===== src/rtl/mem_stage_pkg.sv =====
// Shared types and constants for the MIPS MEM stage.
package mem_stage_pkg;

  localparam int unsigned DATA_W = 32;
  localparam int unsigned REG_W  = 5;
  localparam int unsigned CTRL_W = 2;

  // MemIn bit positions
  localparam int unsigned MEM_RD = 1;
  localparam int unsigned MEM_WR = 0;

  typedef enum logic {
    IDLE = 1'b0,
    REQ  = 1'b1
  } state_t;

  // MEM/WB pipeline register payload
  typedef struct packed {
    logic [CTRL_W-1:0] wb;
    logic [DATA_W-1:0] rdata;
    logic [DATA_W-1:0] alu;
    logic [REG_W-1:0]  regd;
  } memwb_t;

endpackage


===== src/rtl/mem_access_stage_if.sv =====
// Data-memory request/acknowledge bus between the MEM stage and data memory.
interface mem_access_stage_if;
  import mem_stage_pkg::*;

  logic              dmem_req;
  logic              dmem_we;
  logic [DATA_W-1:0] dmem_addr;
  logic [DATA_W-1:0] dmem_wdata;
  logic [DATA_W-1:0] dmem_rdata;
  logic              dmem_ack;

  modport master (
    output dmem_req, dmem_we, dmem_addr, dmem_wdata,
    input  dmem_rdata, dmem_ack
  );

  modport slave (
    input  dmem_req, dmem_we, dmem_addr, dmem_wdata,
    output dmem_rdata, dmem_ack
  );

endinterface


===== src/rtl/mem_wb_reg.sv =====
// MEM/WB pipeline register: loads either the incoming fields or an all-zero bubble.
module mem_wb_reg
  import mem_stage_pkg::*;
(
  input  logic   clk,
  input  logic   reset,
  input  logic   i_load,
  input  memwb_t i_fields,
  output memwb_t o_q
);

  memwb_t r_q;

  // Register update; a bubble clears write-back control and all data fields
  always_ff @(posedge clk) begin
    if (reset) begin
      r_q <= '0;
    end else if (i_load) begin
      r_q <= i_fields;
    end else begin
      r_q <= '0;
    end
  end

  assign o_q = r_q;

endmodule


===== src/rtl/mem_access_stage.sv =====
// MIPS MEM stage: data-memory request FSM, upstream stall and MEM/WB register.
// Optional feature macro: MEM_ALIGN_CHECK_EN (drops misaligned accesses and pulses misaligned).
module mem_access_stage
  import mem_stage_pkg::*;
(
  input  logic              clk,
  input  logic              reset,
  input  logic [CTRL_W-1:0] WBIn,
  input  logic [CTRL_W-1:0] MemIn,
  input  logic [DATA_W-1:0] ALUIn,
  input  logic [DATA_W-1:0] WriteIn,
  input  logic [REG_W-1:0]  RegdIn,
  mem_access_stage_if.master dmem,
  output logic              stall,
  output logic [CTRL_W-1:0] WBOut,
  output logic [DATA_W-1:0] ReadDataOut,
  output logic [DATA_W-1:0] ALUOut,
  output logic [REG_W-1:0]  RegdOut
`ifdef MEM_ALIGN_CHECK_EN
  ,
  output logic              misaligned
`endif
);

  state_t            r_state;
  state_t            w_state_nxt;
  logic              r_req;
  logic              r_we;
  logic [DATA_W-1:0] r_addr;
  logic [DATA_W-1:0] r_wdata;
  logic              w_access;
  logic              w_is_read;
  logic              w_issue;
  logic              w_done;
  logic              w_load;
  logic [DATA_W-1:0] w_rdata;
  memwb_t            w_fields;
  memwb_t            w_memwb;
`ifdef MEM_ALIGN_CHECK_EN
  logic              w_mis;
  logic              r_mis;
`endif

  assign w_access  = (MemIn != 2'b00);
  // a simultaneous read+write is treated as a write, so it returns no load data
  assign w_is_read = MemIn[MEM_RD] & ~MemIn[MEM_WR];

  // State register
  always_ff @(posedge clk) begin
    if (reset) begin
      r_state <= IDLE;
    end else begin
      r_state <= w_state_nxt;
    end
  end

  // Next state, stall and MEM/WB load selection
  always_comb begin
    w_state_nxt = r_state;
    stall       = 1'b0;
    w_issue     = 1'b0;
    w_done      = 1'b0;
    w_load      = 1'b0;
    w_rdata     = '0;
`ifdef MEM_ALIGN_CHECK_EN
    w_mis       = 1'b0;
`endif
    case (r_state)
      IDLE: begin
        if (!w_access) begin
          w_load = 1'b1;
        end
`ifdef MEM_ALIGN_CHECK_EN
        else if (ALUIn[1:0] != 2'b00) begin
          w_mis = 1'b1;
        end
`endif
        else begin
          stall       = 1'b1;
          w_issue     = 1'b1;
          w_state_nxt = REQ;
        end
      end
      REQ: begin
        if (dmem.dmem_ack) begin
          w_load      = 1'b1;
          w_done      = 1'b1;
          w_state_nxt = IDLE;
          if (w_is_read) begin
            w_rdata = dmem.dmem_rdata;
          end
        end else begin
          stall = 1'b1;
        end
      end
      default: begin
        w_state_nxt = IDLE;
      end
    endcase
  end

  // Memory request registers; fields hold for the whole REQ phase
  always_ff @(posedge clk) begin
    if (reset) begin
      r_req   <= 1'b0;
      r_we    <= 1'b0;
      r_addr  <= '0;
      r_wdata <= '0;
    end else if (w_issue) begin
      r_req   <= 1'b1;
      r_we    <= MemIn[MEM_WR];
      r_addr  <= {ALUIn[DATA_W-1:2], 2'b00};
      r_wdata <= WriteIn;
    end else if (w_done) begin
      r_req   <= 1'b0;
    end
  end

  assign dmem.dmem_req   = r_req;
  assign dmem.dmem_we    = r_we;
  assign dmem.dmem_addr  = r_addr;
  assign dmem.dmem_wdata = r_wdata;

`ifdef MEM_ALIGN_CHECK_EN
  // Fault pulse aligned with the dropped instruction's MEM/WB bubble
  always_ff @(posedge clk) begin
    if (reset) begin
      r_mis <= 1'b0;
    end else begin
      r_mis <= w_mis;
    end
  end

  assign misaligned = r_mis;
`endif

  assign w_fields = {WBIn, w_rdata, ALUIn, RegdIn};

  mem_wb_reg u_mem_wb_reg (
    .clk      (clk),
    .reset    (reset),
    .i_load   (w_load),
    .i_fields (w_fields),
    .o_q      (w_memwb)
  );

  assign WBOut       = w_memwb.wb;
  assign ReadDataOut = w_memwb.rdata;
  assign ALUOut      = w_memwb.alu;
  assign RegdOut     = w_memwb.regd;

endmodule

===== src/flat_wrapper.sv =====
// flat-port wrapper written by rule: the top's interface ports become plain ports
module mem_access_stage_flat import mem_stage_pkg::*;
  (clk, reset, WBIn, MemIn, ALUIn, WriteIn, RegdIn, stall, WBOut, ReadDataOut, ALUOut, RegdOut, dmem_dmem_req, dmem_dmem_we, dmem_dmem_addr, dmem_dmem_wdata, dmem_dmem_rdata, dmem_dmem_ack);
  mem_access_stage_if dmem_i ();
  input  logic clk;
  input  logic reset;
  input  logic [CTRL_W-1:0] WBIn;
  input  logic [CTRL_W-1:0] MemIn;
  input  logic [DATA_W-1:0] ALUIn;
  input  logic [DATA_W-1:0] WriteIn;
  input  logic [REG_W-1:0] RegdIn;
  output logic stall;
  output logic [CTRL_W-1:0] WBOut;
  output logic [DATA_W-1:0] ReadDataOut;
  output logic [DATA_W-1:0] ALUOut;
  output logic [REG_W-1:0] RegdOut;
  output wire logic [$bits(dmem_i.dmem_req)-1:0] dmem_dmem_req;
  output wire logic [$bits(dmem_i.dmem_we)-1:0] dmem_dmem_we;
  output wire logic [$bits(dmem_i.dmem_addr)-1:0] dmem_dmem_addr;
  output wire logic [$bits(dmem_i.dmem_wdata)-1:0] dmem_dmem_wdata;
  input wire logic [$bits(dmem_i.dmem_rdata)-1:0] dmem_dmem_rdata;
  input wire logic [$bits(dmem_i.dmem_ack)-1:0] dmem_dmem_ack;
  assign dmem_dmem_req = dmem_i.dmem_req;
  assign dmem_dmem_we = dmem_i.dmem_we;
  assign dmem_dmem_addr = dmem_i.dmem_addr;
  assign dmem_dmem_wdata = dmem_i.dmem_wdata;
  assign dmem_i.dmem_rdata = dmem_dmem_rdata;
  assign dmem_i.dmem_ack = dmem_dmem_ack;
  mem_access_stage u_core (.clk(clk), .reset(reset), .WBIn(WBIn), .MemIn(MemIn), .ALUIn(ALUIn), .WriteIn(WriteIn), .RegdIn(RegdIn), .dmem(dmem_i), .stall(stall), .WBOut(WBOut), .ReadDataOut(ReadDataOut), .ALUOut(ALUOut), .RegdOut(RegdOut));
endmodule

===== config.mk =====
export PLATFORM = sky130hd
export DESIGN_NAME = mem_access_stage_flat
export DESIGN_NICKNAME = d
export VERILOG_FILES = /design/src/rtl/mem_stage_pkg.sv /design/src/rtl/mem_access_stage_if.sv /design/src/rtl/mem_wb_reg.sv /design/src/rtl/mem_access_stage.sv /design/src/flat_wrapper.sv
export SDC_FILE = /design/constraint.sdc
export NUM_CORES = 1
export LEC_CHECK = 0
export ABC_AREA = 1
export CAP_MARGIN = 20
export CORE_UTILIZATION = 41
export DETAILED_ROUTE_END_ITERATION = 6
export GPL_ROUTABILITY_DRIVEN = 0
export PLACE_DENSITY = 0.8
export SETUP_SLACK_MARGIN = 0.02
export SYNTH_ARGS = -nofsm -noshare
export SYNTH_HDL_FRONTEND = slang
export SYNTH_HIERARCHICAL = 1
export SYNTH_SLANG_ARGS = --single-unit

===== constraint.sdc =====
create_clock -name clk -period 1.8 [get_ports clk]
set_clock_uncertainty 0.1 [all_clocks]
set_input_delay 0.36 -clock clk [delete_from_list [all_inputs] [get_ports clk]]
set_output_delay 0.36 -clock clk [all_outputs]
set_load 0.1 [all_outputs]

==> qor.csv <==
metric,value,unit
run_status,"complete, no violations",
clkTransAtPathRegs,0.06,ns
ys_ff_latch,136,
r2r_slack,0.40,ns
synth_area_leader_cell,dfxtp_1,
nets,1038,
rows,40,
stdcell_count,1111,
die_area,0.0130,mm2
io_pins,246,
netSwitchingPower,0.00323,W
fin_crit_sh,0.967,
cts_sinks,136,
via_per_inst,4.51,
yosys_warnings,6,
crit_fanout,3,
slew_violations,0,
die_w,114,um
drc,0,
clock_path_buffers,2,
cts_made_buffers,17,
grt_overflow,0,
synthCells,680,
p_comb_frac,0.288,
grt_pass1_vias,5118,
sw_frac_of_total,0.323,
worstSkewPairLatency,0.42,ns
vias,5007,
initial_core_util,0.425,
ys_seq_area_frac,0.527,
synth_area_leaders,"dfxtp_1 53%, nor2_1 14%, inv_1 10%",
period_needed,1.74,ns
seqCellArea,0.00273,mm2
drive_above_1_share,0.217,
arrival,1.28,ns
irDropWorstVdd,0.567,mV
clock-root-buffer,clkbuf_16,
grt_pass1_wl,25500,um
worst_slack,0.0601,ns
cp-end-kind,output pin,
max_cap_violations,0,
drt-wirelength-per-cell,14.7,um
portBuffers,243,
p_seq_frac,0.337,
cp-start-kind,flop,
cts_tree,done,
syn_area,0.00516,mm2
cts-htree-levels,4,
core_area,0.0122,mm2
ant_nets,0,
post-place-ws,-0.146,ns
power_density,1020,mW/mm2
setup_viol,0,
drt_pass1_iterations,4,
nFillCells,731,
p_int,0.00676,W
routed_wirelength,16300,um
cp.required,1.34,ns
multi_input_area,0.00162,mm2
grt_usage,0.260,
min_path_type,input port to flop,
hold_buffers,0,
antenna_found_initial,0,
p_leak,4.51,nW
hold_viol_final,0,
antennaDiodeCount,0,
initialDrtViolationCount,304,
dp_cells,1076,
synthDistinctLibCells,18,
area.growth.synth_to_final,89.7,%
synth.avg_cell_area,7.59,um2
critPathKind,flop to output pin,
synth_top_area_share,0.527,
dp_hpwl,11500,um
fmax,575,MHz
p_clk_frac,0.375,
die_y,114,um
grt_max_degree,50,
==> critical path, stage by stage (launching register included) <==
cell and delay, ns:
dfxtp_4 0.36, nand2_4 0.08, o21ai_1 0.06, buf_4 0.15
inv_4 0.05, buf_12 0.16
==> cells in the mapped netlist <==
master	n
nor3b_1	32
clkbuf_8	8
nor2_1	195
buf_2	12
buf_1	8
nand2_2	1
nor2_2	6
nor2_4	1
nand2_4	1
nand2_1	65
buf_4	3
dfxtp_1	136
nand3_1	62
buf_6	8
o21ai_0	2
inv_2	2
conb_1	1
inv_1	137
==> final cells by class <==
cell class | count | area share
Inverter | 139 | 0.0535
Multi-Input combinational cell | 367 | 0.165
Tap cell | 168 | 0.0215
Clock inverter | 7 | 0.0141
Timing Repair Buffer | 269 | 0.416
Sequential cell | 136 | 0.278
Clock buffer | 25 | 0.0516
==> final timing paths <==
path | from | end | depth (start not counted)
setup / recovery | u_core/r_state$_SDFF_PP0_ | stall | 5
hold reg to reg | u_core/dmem.dmem_addr[9]$_SDFFE_PP0P_ | u_core/dmem.dmem_addr[9]$_SDFFE_PP0P_ | 2
setup reg to reg | u_core/r_state$_SDFF_PP0_ | u_core/u_mem_wb_reg/o_q[46]$_SDFF_PP0_ | 7
hold / removal | RegdIn[0] | u_core/u_mem_wb_reg/o_q[0]$_SDFF_PP0_ | 3
==> kinds of logic after synthesis <==
logic type	after synthesis	share of synthesized area
compound gates	2	0.00194
buf+inv	178	0.162
flops	136	0.527
other cells	1	0.000726
simple gates	363	0.308
==> repair_timing <==
action,CTS,global route
buffers inserted,2,1
resized for setup,6,2
endpoints found under the setup margin,1,1
endpoints found under the hold margin,0,0
pin swaps,1,0
==> metal layers <==
| layer | vias up | part of all wire | track usage |
|---|---|---|---|
| met3 | 47 | 0.086 | 0.0969 |
| met1 | 2264 | 0.35 | 0.257 |
| met5 | - | 0 | 0 |
| li1 | 2480 | - | - |
| met4 | 0 | 0.039 | 0.146 |
| met2 | 216 | 0.52 | 0.466 |
==> state kept, by name, indices dropped and copies added, names as in the netlist <==
| signal | flops |
|---|---|
| u_core/dmem.dmem_we | 1 |
| u_core/r_state | 1 |
| u_core/dmem.dmem_req | 1 |
| u_core/u_mem_wb_reg/o_q | 71 |
| u_core/dmem.dmem_addr | 30 |
| u_core/dmem.dmem_wdata | 32 |
==> layout by cell type, fill, tap and decap left out <==
cell             netlist  final
conb_1                 1      2
inv_4                  0      1
clkbuf_16              0     17
o21ai_0                2      1
clkbuf_8               8      5
o21ai_1                0      1
nand2_1               65     64
nand2_4                1      2
clkinv_2               0      2
nand2_2                1      1
inv_2                  2      2
nor2_2                 6      6
dlygate4sd2_1          0      3
nor3b_1               32     32
bufinv_16              0      4
nand3_1               62     62
clkinvlp_4             0      1
buf_4                  3     19
buf_12                 0    143
nor2_4                 1      1
clkbuf_1               0      3
nor2_1               195    195
clkdlybuf4s50_1        0    104
dfxtp_1              136    135
inv_1                137    136
dfxtp_4                0      1
==> per-stage QoR <==
stage	setup TNS [ns]	instance area, um2	power (W)	hold WS (ns)	utilization
after detailed placement	-8.35	9120	0.00630	0.412	0.750
after global routing	-0.00108	9790	0.0103	0.366	0.805
after floorplan	0	5170	0.00509	0.332	-
final	0	9790	0.00999	0.369	0.805
after CTS	0	9780	0.0100	0.354	0.804
after global placement	-4.96	9120	0.00625	0.407	0.750
==> power by group through the flow <==
| stage | Sequential (W) | Combinational (W) | Clock [W] |
|---|---|---|---|
| 3_3_place_gp | 0.00342 | 0.00283 | 0 |
| 5_1_grt | 0.00338 | 0.00300 | 0.00393 |
| 2_1_floorplan | 0.00457 | 0.000522 | 0 |
| 6_report | 0.00337 | 0.00288 | 0.00374 |
| 4_1_cts | 0.00337 | 0.00289 | 0.00379 |
| 3_5_place_dp | 0.00343 | 0.00287 | 0 |
No activity file was read; power rests on OpenSTA's default activity.
